$ cat src/rtl/pokey_serin_rx_if.sv
// pokey_serin_rx_if: signal bundle between the serial-input receiver and its
// surroundings (bit timer, CPU register interface, IRQ/SKSTAT logic).
// Optional macro SERIN_LOOPBACK_EN adds the sod_loop/loop_sel loopback pins.
interface pokey_serin_rx_if;
  logic       enp;
  logic       sid;
  logic       bit_tick;
  logic       serin_rd;
  logic       skres;
`ifdef SERIN_LOOPBACK_EN
  logic       sod_loop;
  logic       loop_sel;
`endif
  logic [7:0] serin;
  logic       rx_done;
  logic       rx_full;
  logic       frame_err;
  logic       overrun;
  logic       timer_resync;
  logic       busy;

  // Receiver side.
  modport slave (
`ifdef SERIN_LOOPBACK_EN
    input  sod_loop, loop_sel,
`endif
    input  enp, sid, bit_tick, serin_rd, skres,
    output serin, rx_done, rx_full, frame_err, overrun, timer_resync, busy
  );

  // Driver side (bit timer / CPU / IRQ block).
  modport master (
`ifdef SERIN_LOOPBACK_EN
    output sod_loop, loop_sel,
`endif
    output enp, sid, bit_tick, serin_rd, skres,
    input  serin, rx_done, rx_full, frame_err, overrun, timer_resync, busy
  );
endinterface

$ cat src/rtl/pokey_serin_rx.sv
// pokey_serin_rx: POKEY serial-input deserializer. Samples the synchronized
// SID line on mid-bit ticks, assembles 1-start / DATA_BITS-data / 1-stop
// frames LSB first, loads SERIN and reports done / frame error / overrun.
// Optional macro SERIN_LOOPBACK_EN: loop_sel=1 feeds sod_loop into the
// synchronizer instead of sid.
//
// state  | meaning
// -------+-----------------------------------------------------------
// IDLE   | line idle, waiting for a low level (start edge)
// START  | start edge seen, waiting for the mid-start-bit tick
// DATA   | shifting data bits, one per tick
// STOP   | waiting for the stop-bit tick to load SERIN
module pokey_serin_rx #(
  parameter int DATA_BITS   = 8,
  parameter int SYNC_STAGES = 2
) (
  input  logic            clk,
  input  logic            reset,
  pokey_serin_rx_if.slave bus
);

  typedef enum logic [1:0] {
    S_IDLE  = 2'd0,
    S_START = 2'd1,
    S_DATA  = 2'd2,
    S_STOP  = 2'd3
  } state_e;

  localparam logic [2:0] LAST_BIT = 3'(DATA_BITS - 1);

  state_e                 state_q, state_d;
  logic [SYNC_STAGES-1:0] sync_q;
  logic                   sync_src;
  logic                   sid_s;
  logic [DATA_BITS-1:0]   shift_q, shift_d;
  logic [2:0]             cnt_q, cnt_d;
  logic [7:0]             serin_q, serin_d;
  logic                   rx_full_q, rx_full_d;
  logic                   frame_err_q, frame_err_d;
  logic                   overrun_q, overrun_d;
  logic                   tick;
  logic                   load;
  logic                   resync;
  logic                   ferr_set;
  logic                   ovr_set;

`ifdef SERIN_LOOPBACK_EN
  // The mux sits ahead of the synchronizer, so a loop_sel switch is absorbed there.
  assign sync_src = bus.loop_sel ? bus.sod_loop : bus.sid;
`else
  assign sync_src = bus.sid;
`endif

  assign sid_s = sync_q[SYNC_STAGES-1];
  assign tick  = bus.enp & bus.bit_tick;

  // Input synchronizer, runs every clk; resets to the idle (high) line level.
  always_ff @(posedge clk or posedge reset) begin
    if (reset) begin
      sync_q <= '1;
    end else begin
      sync_q <= {sync_q[SYNC_STAGES-2:0], sync_src};
    end
  end

  // FSM state register.
  always_ff @(posedge clk or posedge reset) begin
    if (reset) begin
      state_q <= S_IDLE;
    end else begin
      state_q <= state_d;
    end
  end

  // FSM next-state logic; nothing moves unless enp is high.
  always_comb begin
    state_d = state_q;
    if (bus.enp) begin
      case (state_q)
        S_IDLE: begin
          if (!sid_s) state_d = S_START;
        end
        S_START: begin
          if (tick) state_d = sid_s ? S_IDLE : S_DATA;
        end
        S_DATA: begin
          if (tick && (cnt_q == LAST_BIT)) state_d = S_STOP;
        end
        S_STOP: begin
          if (tick) state_d = S_IDLE;
        end
        default: state_d = S_IDLE;
      endcase
    end
  end

  // FSM outputs: strobes and datapath next values.
  always_comb begin
    resync   = 1'b0;
    load     = 1'b0;
    shift_d  = shift_q;
    cnt_d    = cnt_q;
    case (state_q)
      S_IDLE: begin
        resync = bus.enp & ~sid_s;
      end
      S_START: begin
        if (tick && !sid_s) begin
          cnt_d   = 3'd0;
          shift_d = '0;
        end
      end
      S_DATA: begin
        if (tick) begin
          shift_d = {sid_s, shift_q[DATA_BITS-1:1]};
          cnt_d   = cnt_q + 3'd1;
        end
      end
      S_STOP: begin
        load = tick;
      end
      default: ;
    endcase
  end

  // A read in the same clk as a load is treated as coming first: no overrun.
  // Set has priority over skres for both sticky flags.
  always_comb begin
    ferr_set    = load & ~sid_s;
    ovr_set     = load & rx_full_q & ~bus.serin_rd;
    serin_d     = load ? 8'(shift_q) : serin_q;
    rx_full_d   = load | (rx_full_q & ~bus.serin_rd);
    frame_err_d = ferr_set | (frame_err_q & ~bus.skres);
    overrun_d   = ovr_set | (overrun_q & ~bus.skres);
  end

  // Shift register and data bit counter.
  always_ff @(posedge clk or posedge reset) begin
    if (reset) begin
      shift_q <= '0;
      cnt_q   <= 3'd0;
    end else begin
      shift_q <= shift_d;
      cnt_q   <= cnt_d;
    end
  end

  // SERIN holding register and status flags (serin_rd/skres act on any clk).
  always_ff @(posedge clk or posedge reset) begin
    if (reset) begin
      serin_q     <= 8'h00;
      rx_full_q   <= 1'b0;
      frame_err_q <= 1'b0;
      overrun_q   <= 1'b0;
    end else begin
      serin_q     <= serin_d;
      rx_full_q   <= rx_full_d;
      frame_err_q <= frame_err_d;
      overrun_q   <= overrun_d;
    end
  end

  assign bus.serin        = serin_q;
  assign bus.rx_done      = load;
  assign bus.rx_full      = rx_full_q;
  assign bus.frame_err    = frame_err_q;
  assign bus.overrun      = overrun_q;
  assign bus.timer_resync = resync;
  assign bus.busy         = (state_q != S_IDLE);

endmodule

$ cat src/flat_wrapper.sv
// flat-port wrapper written by rule: the top's interface ports become plain ports
module pokey_serin_rx_flat 
#(
  parameter int DATA_BITS   = 8,
  parameter int SYNC_STAGES = 2
)
  (clk, reset, bus_enp, bus_sid, bus_bit_tick, bus_serin_rd, bus_skres, bus_serin, bus_rx_done, bus_rx_full, bus_frame_err, bus_overrun, bus_timer_resync, bus_busy);
  pokey_serin_rx_if bus_i ();
  input  logic clk;
  input  logic reset;
  input wire logic [$bits(bus_i.enp)-1:0] bus_enp;
  input wire logic [$bits(bus_i.sid)-1:0] bus_sid;
  input wire logic [$bits(bus_i.bit_tick)-1:0] bus_bit_tick;
  input wire logic [$bits(bus_i.serin_rd)-1:0] bus_serin_rd;
  input wire logic [$bits(bus_i.skres)-1:0] bus_skres;
  output wire logic [$bits(bus_i.serin)-1:0] bus_serin;
  output wire logic [$bits(bus_i.rx_done)-1:0] bus_rx_done;
  output wire logic [$bits(bus_i.rx_full)-1:0] bus_rx_full;
  output wire logic [$bits(bus_i.frame_err)-1:0] bus_frame_err;
  output wire logic [$bits(bus_i.overrun)-1:0] bus_overrun;
  output wire logic [$bits(bus_i.timer_resync)-1:0] bus_timer_resync;
  output wire logic [$bits(bus_i.busy)-1:0] bus_busy;
  assign bus_i.enp = bus_enp;
  assign bus_i.sid = bus_sid;
  assign bus_i.bit_tick = bus_bit_tick;
  assign bus_i.serin_rd = bus_serin_rd;
  assign bus_i.skres = bus_skres;
  assign bus_serin = bus_i.serin;
  assign bus_rx_done = bus_i.rx_done;
  assign bus_rx_full = bus_i.rx_full;
  assign bus_frame_err = bus_i.frame_err;
  assign bus_overrun = bus_i.overrun;
  assign bus_timer_resync = bus_i.timer_resync;
  assign bus_busy = bus_i.busy;
  pokey_serin_rx #(.DATA_BITS(DATA_BITS), .SYNC_STAGES(SYNC_STAGES)) u_core (.clk(clk), .reset(reset), .bus(bus_i));
endmodule
$ cat config.mk
export PLATFORM = sky130hd
export DESIGN_NAME = pokey_serin_rx_flat
export DESIGN_NICKNAME = d
export VERILOG_FILES = /design/src/rtl/pokey_serin_rx_if.sv /design/src/rtl/pokey_serin_rx.sv /design/src/flat_wrapper.sv
export SDC_FILE = /design/constraint.sdc
export NUM_CORES = 1
export LEC_CHECK = 0
export ABC_CLOCK_PERIOD_IN_PS = 4500
export CAP_MARGIN = 30
export CORE_MARGIN = 5
export CORE_UTILIZATION = 45
export DETAILED_ROUTE_END_ITERATION = 16
export PLACE_DENSITY = 0.7
export SYNTH_ARGS = -nofsm -noshare
export SYNTH_HDL_FRONTEND = slang
export SYNTH_SLANG_ARGS = --single-unit
$ cat constraint.sdc
create_clock -name clk -period 4.5 [get_ports clk]
set_input_delay 0.9 -clock clk [delete_from_list [all_inputs] [get_ports clk]]
set_output_delay 0.9 -clock clk [all_outputs]
set_load 0.01 [all_outputs]
==> qor.txt, run 1 <==
Fmax -> 287 MHz
synthesized flop and latch total -> 26
CP most frequent cell -> clkdlybuf4s50_1
Yosys warning count -> 0
worst path required time -> 3.60 ns
syn_area_per_cell -> 10.7 sq um
Crit path arrival time -> 2.58 ns
worst min path class -> reg -> reg
gpl congestion -> 0.878
final max-slew violation count -> 0
remaining antenna violation count after routing -> 0
drt via density -> 5.20
Critical path buffers and inverters -> 3
R2R Path End -> u_core.cnt_q[0]$_DFFE_PP0P_
share of cells above drive strength 1 -> 8.96%
first-pass GRT wire length -> 3640 um
TritonRoute pass-1 iters -> 4
Worst Skew -> 0.00740 ns
CTS tree -> yes
CP Capture Type -> output pin
Post-route DRC -> 0
Critical Path Start Type -> input pin
number of DRC markers in iteration 0 -> 23
htree depth -> 1
Overall Power -> 764 uW
Clock transition at path regs -> 0.13 ns
Initial Util -> 48.0%
Levels on crit path -> 4
worst stage delay on the critical path -> 0.66 ns
r2r startpoint -> u_core.state_q[0]$_DFFE_PP0P_
Lkg Pwr -> 0.000711 uW
final worst path period need -> 3.48 ns
Core Box Area -> 2540 sq um
clock sink count -> 26
post-layout net count -> 149
Critical Path, Cell by Cell -> clkdlybuf4s50_1 -> nand3_2 -> inv_1 -> clkdlybuf4s50_1
gr ovfl total -> 0
RSZ-0062 raised after global routing -> no
hold path endpoint -> u_core.sync_q[1]$_DFF_PP1_
crit-path max FO -> 19
largest net degree at the start of global routing -> 27
Total GRT Usage -> 13.0%
CP top delay family -> buffers and inverters
PwrDens -> 521 nW/um^2
vias -> 852
period utilization -> 77.3%
Reg area -> 653 sq um
# IOs -> 21
row cnt -> 18
number of hold buffers added after cts -> 0
CTS resizes -> 0
post-CTS setup buffers -> 0
status -> complete, no violations
WL final -> 2190 um
post-DR wirelength/cell -> 13.4 um
MaxCap Viol Count -> 0
sequential area share after synthesis -> 53.5%
reg-to-reg slack, setup -> 2.57 ns
die footprint -> 3860 sq um
commonest non-fill, non-tap cell in the layout -> dfrtp_1
Cells after Synth -> 114
clk_lat worst skew -> 0.32 ns
cts bufs inserted -> 3
Fin. Hold Viols -> 0
area of the multi-input gates -> 472 sq um
Syn-to-layout area delta -> 20.1%
slew margin rel. -> 36.3%
Cell Area, Synth -> 1220 sq um
Synth Net Count -> 128
most frequent cells in the layout -> dfrtp_1 (24), nand2_1 (21), clkdlybuf4s50_1 (20)
Final Setup Violations -> 0
fill cell count -> 221
Setup CP Type -> in -> out
worst hold stages -> 0
clock root buffer -> clkbuf_4
initial antenna violation count -> 0
Detail Placement HPWL -> 1620 um
vias in the first global route -> 846
Max Root-Sink Buffers -> 2
maximum VDD drop -> 0.000355 V
worst hold start -> u_core.sync_q[0]$_DFF_PP1_
Distinct cells, synth -> 26
Die W -> 62.1 um
Die H -> 62.1 um
FF-to-FF path depth -> 5
Setup TNS -> 0 ns
IO Port Bufs -> 20
slowest CP cell -> clkdlybuf4s50_1
hold slack -> 0.369 ns
Ant. Diodes -> 0
worst slew pin tran -> 0.955 ns
==> cell type report <==
| cell class | instances | share of cell area [%] |
|---|---|---|
| Clock buffer | 4 | 2.47 |
| Inverter | 18 | 4.61 |
| Multi-Input combinational cell | 66 | 32.2 |
| Sequential cell | 26 | 44.5 |
| Tap cell | 30 | 2.56 |
| Timing Repair Buffer | 20 | 13.7 |
==> sequential cells by signal, summed over array words and instances (netlist names), named ones only <==
name and count:
u_core.bus.frame_err 1, u_core.bus.overrun 1, u_core.bus.rx_full 1, u_core.bus.serin 8, u_core.cnt_q 3, u_core.shift_q 8
u_core.state_q 1, u_core.sync_q 2
==> layer usage <==
| layer | GRT usage (%) | up-vias | wire [um] |
|---|---|---|---|
| met5 | 0 | - | 0 |
| met4 | 3.64 | 0 | 25 |
| met3 | 5.58 | 4 | 173 |
| met2 | 21.3 | 22 | 1040 |
| met1 | 15.5 | 414 | 955 |
| li1 | - | 412 | - |
==> where the power goes <==
| part | switching [uW] | internal (uW) | leakage [uW] |
|---|---|---|---|
| logic | 166 | 166 | 0.000343 |
| clock network | 66.9 | 49.5 | 0.0000210 |
| registers | 32.1 | 284 | 0.000347 |
==> how the worst max path moves through the flow <==
| stage | endpoint | startpoint |
|---|---|---|
| final | bus_rx_done | bus_enp |
| after global routing | bus_rx_done | bus_enp |
| after CTS | bus_rx_done | bus_enp |
| after detailed placement | bus_rx_done | bus_enp |
| after global placement | bus_rx_done | bus_enp |
| after floorplan | bus_rx_done | bus_enp |
==> stage by stage <==
stage | std cells | area (sq um) | worst slack [ns] | util [%]
2_1_floorplan | 114 | 1220 | 2.14 | -
3_3_place_gp | 160 | 1430 | 1.07 | 56.2
3_5_place_dp | 160 | 1430 | 1.00 | 56.2
4_1_cts | 164 | 1470 | 0.999 | 57.6
5_1_grt | 164 | 1470 | 0.909 | 57.6
6_report | 164 | 1470 | 1.02 | 57.6
==> cells in the mapped netlist, drive strengths merged <==
library cell,n,share of area [%]
and3,1,0.61
o21ai,7,2.9
mux2i,10,8.2
o2111a,1,0.92
a21oi,1,0.41
inv,18,5.5
o21bai,1,0.61
buf,4,2.4
ha,7,7.2
nand3,3,2.0
nand2,21,6.5
dfrtp,24,49
nor2,2,0.61
o22ai,3,1.5
o2111ai,1,0.72
nand2b,2,1.0
and2,1,0.51
mux2,2,2.2
a41oi,1,0.72
o2bb2ai,1,1.2
o32a,1,0.82
dfstp,2,4.3
==> worst reg2reg max path: stages (launching register included) <==
cell	delay (ns)
dfrtp_1	0.43
inv_1	0.10
ha_1	0.39
o2bb2ai_2	0.21
nand3_2	0.31
mux2_4	0.40
==> logic make-up (layout without fill, tap and decap cells) <==
| family | after synthesis | in the layout | synth area share, % |
|---|---|---|---|
| flip-flops | 26 | 26 | 53.5 |
| AO/OA/AOI/OAI | 17 | 17 | 9.84 |
| adder cells (fa/ha/maj) | 7 | 7 | 7.17 |
| AND/OR/NAND/NOR | 30 | 30 | 11.3 |
| multiplexers | 12 | 12 | 10.3 |
| buffers and inverters | 22 | 42 | 7.89 |
Note: power is estimated with default switching activity, not from simulation.
==> inputs of run 2 (changes only) <==
--- a/config.mk
+++ b/config.mk
@@ -5,12 +5,12 @@
 export SDC_FILE = /design/constraint.sdc
 export NUM_CORES = 1
 export LEC_CHECK = 0
-export ABC_CLOCK_PERIOD_IN_PS = 4500
+export ABC_CLOCK_PERIOD_IN_PS = 2900
 export CAP_MARGIN = 30
 export CORE_MARGIN = 5
 export CORE_UTILIZATION = 45
 export DETAILED_ROUTE_END_ITERATION = 16
-export PLACE_DENSITY = 0.7
+export PLACE_DENSITY = 0.72
 export SYNTH_ARGS = -nofsm -noshare
 export SYNTH_HDL_FRONTEND = slang
 export SYNTH_SLANG_ARGS = --single-unit
==> constraint.sdc (replaced) <==
create_clock -name clk -period 2.9 [get_ports clk]
set_input_delay 0.58 -clock clk [delete_from_list [all_inputs] [get_ports clk]]
set_output_delay 0.58 -clock clk [all_outputs]
set_load 0.01 [all_outputs]
==> qor.txt, run 2 (synthesized netlist as in run 1, its figures left out) <==
status -> complete, no violations
htree depth -> 1
RSZ-0062 raised after global routing -> no
worst stage delay on the critical path -> 0.64 ns
slowest CP cell -> clkdlybuf4s50_1
first-pass GRT wire length -> 3550 um
# IOs -> 21
vias -> 825
final max-slew violation count -> 0
worst setup margin -> 0.359 ns
Max Root-Sink Buffers -> 2
PwrDens -> 834 nW/um^2
hold slack -> 0.365 ns
post-DR wirelength/cell -> 13.3 um
maximum VDD drop -> 0.000459 V
CP Capture Type -> output pin
Switching Share -> 32.8%
Post-route DRC -> 0
placed insts -> 162
crit-path max FO -> 9
TritonRoute pass-1 iters -> 5
largest net degree at the start of global routing -> 27
slew margin rel. -> 67.4%
fill cell count -> 231
CP top delay family -> buffers and inverters
Total GRT Usage -> 12.7%
drt via density -> 4.97
pre-CTS setup slack -> 0.355 ns
Lkg Pwr -> 0.000727 uW
Die H -> 62.1 um
period utilization -> 87.6%
Initial Util -> 48.0%
WL final -> 2210 um
worst hold stages -> 0
post-CTS setup buffers -> 0
cts bufs inserted -> 3
Critical Path Start Type -> input pin
vias in the first global route -> 810
die footprint -> 3860 sq um
Gate power share -> 40.9%
gpl congestion -> 0.870
remaining antenna violation count after routing -> 0
CP most frequent cell -> clkdlybuf4s50_1
Ant. Diodes -> 0
clock root buffer -> clkbuf_4
Clock power frac -> 19.6%
row cnt -> 18
initial antenna violation count -> 0
Die W -> 62.1 um
IO Port Bufs -> 20
share of cells above drive strength 1 -> 10.3%
gr ovfl total -> 0
worst path required time -> 2.32 ns
MaxCap Viol Count -> 0
worst slew pin tran -> 0.488 ns
Setup TNS -> 0 ns
Worst Skew -> 0.00307 ns
clock sink count -> 26
Critical path buffers and inverters -> 3
non-filler instance count after layout -> 166
Critical Path, Cell by Cell -> clkdlybuf4s50_1 -> nand3_2 -> inv_1 -> clkdlybuf4s50_1
CTS resizes -> 0
most frequent cells in the layout -> dfrtp_1 (24), nand2_1 (21), clkdlybuf4s50_1 (20)
clk_lat worst skew -> 0.32 ns
Post-DP Area -> 1450 sq um
Setup CP Type -> in -> out
internal power -> 839 uW
final worst path period need -> 2.54 ns
Syn-to-layout area delta -> 22.6%
Core Box Area -> 2540 sq um
Fin. Hold Viols -> 0
Fmax -> 394 MHz
Final Cell Area -> 1500 sq um
FF-to-FF path depth -> 5
Final Setup Violations -> 0
number of DRC markers in iteration 0 -> 16
CTS tree -> yes
Levels on crit path -> 4
Crit path arrival time -> 1.96 ns
Reg power frac -> 39.5%
commonest non-fill, non-tap cell in the layout -> dfrtp_1
post-layout net count -> 151
NetSw -> 409 uW
Clock transition at path regs -> 0.13 ns
Detail Placement HPWL -> 1670 um
worst min path class -> reg -> reg
number of hold buffers added after cts -> 0
## run 2: routing by layer
| metal | share of wire [%] | routed length, um | vias to the layer above | global-route usage (%) |
|---|---|---|---|---|
| met2 | 50 | 1100 | 12 | 22.0 |
| met5 | 0 | 0 | - | 0 |
| li1 | - | - | 415 | - |
| met1 | 44 | 980 | 396 | 15.1 |
| met3 | 5.0 | 110 | 2 | 2.69 |
| met4 | 0.59 | 13 | 0 | 5.45 |
## run 2: per-stage QoR
stage               total power, uW  utilization, %
floorplan                       838               -
global placement               1000            56.8
detailed placement             1020            56.8
CTS                            1270            58.8
global route                   1330            58.8
finish                         1250            58.8
## run 2: final timing paths
path                                                 end  slack, ns                     startpoint
max                                          bus_rx_done       0.36                        bus_enp
min                           u_core.sync_q[1]$_DFF_PP1_       0.37     u_core.sync_q[0]$_DFF_PP1_
max reg2reg                  u_core.cnt_q[0]$_DFFE_PP0P_       0.98  u_core.state_q[0]$_DFFE_PP0P_
min reg2reg                   u_core.sync_q[1]$_DFF_PP1_       0.37     u_core.sync_q[0]$_DFF_PP1_
max in group asynchronous     u_core.sync_q[0]$_DFF_PP1_       2.01                          reset
min in group asynchronous  u_core.shift_q[4]$_DFFE_PP0P_       0.60                          reset
## run 2: power by group through the flow
stage               clock, uW  sequential, uW  combinational (uW)
floorplan                   0             517                 321
global placement            0             496                 505
detailed placement          0             502                 520
CTS                       255             495                 521
global route              265             505                 562
finish                    245             494                 510
## run 2: final cells by class
cell class	instances	area, sq um	area share [%]
flip-flops and latches	26	653	43.6
repair buffers	22	215	14.4
clock buffers	3	22.5	1.50
well taps	30	37.5	2.51
inverters	18	67.6	4.51
multi-input cells	66	472	31.5
clock inverters	1	30.0	2.01
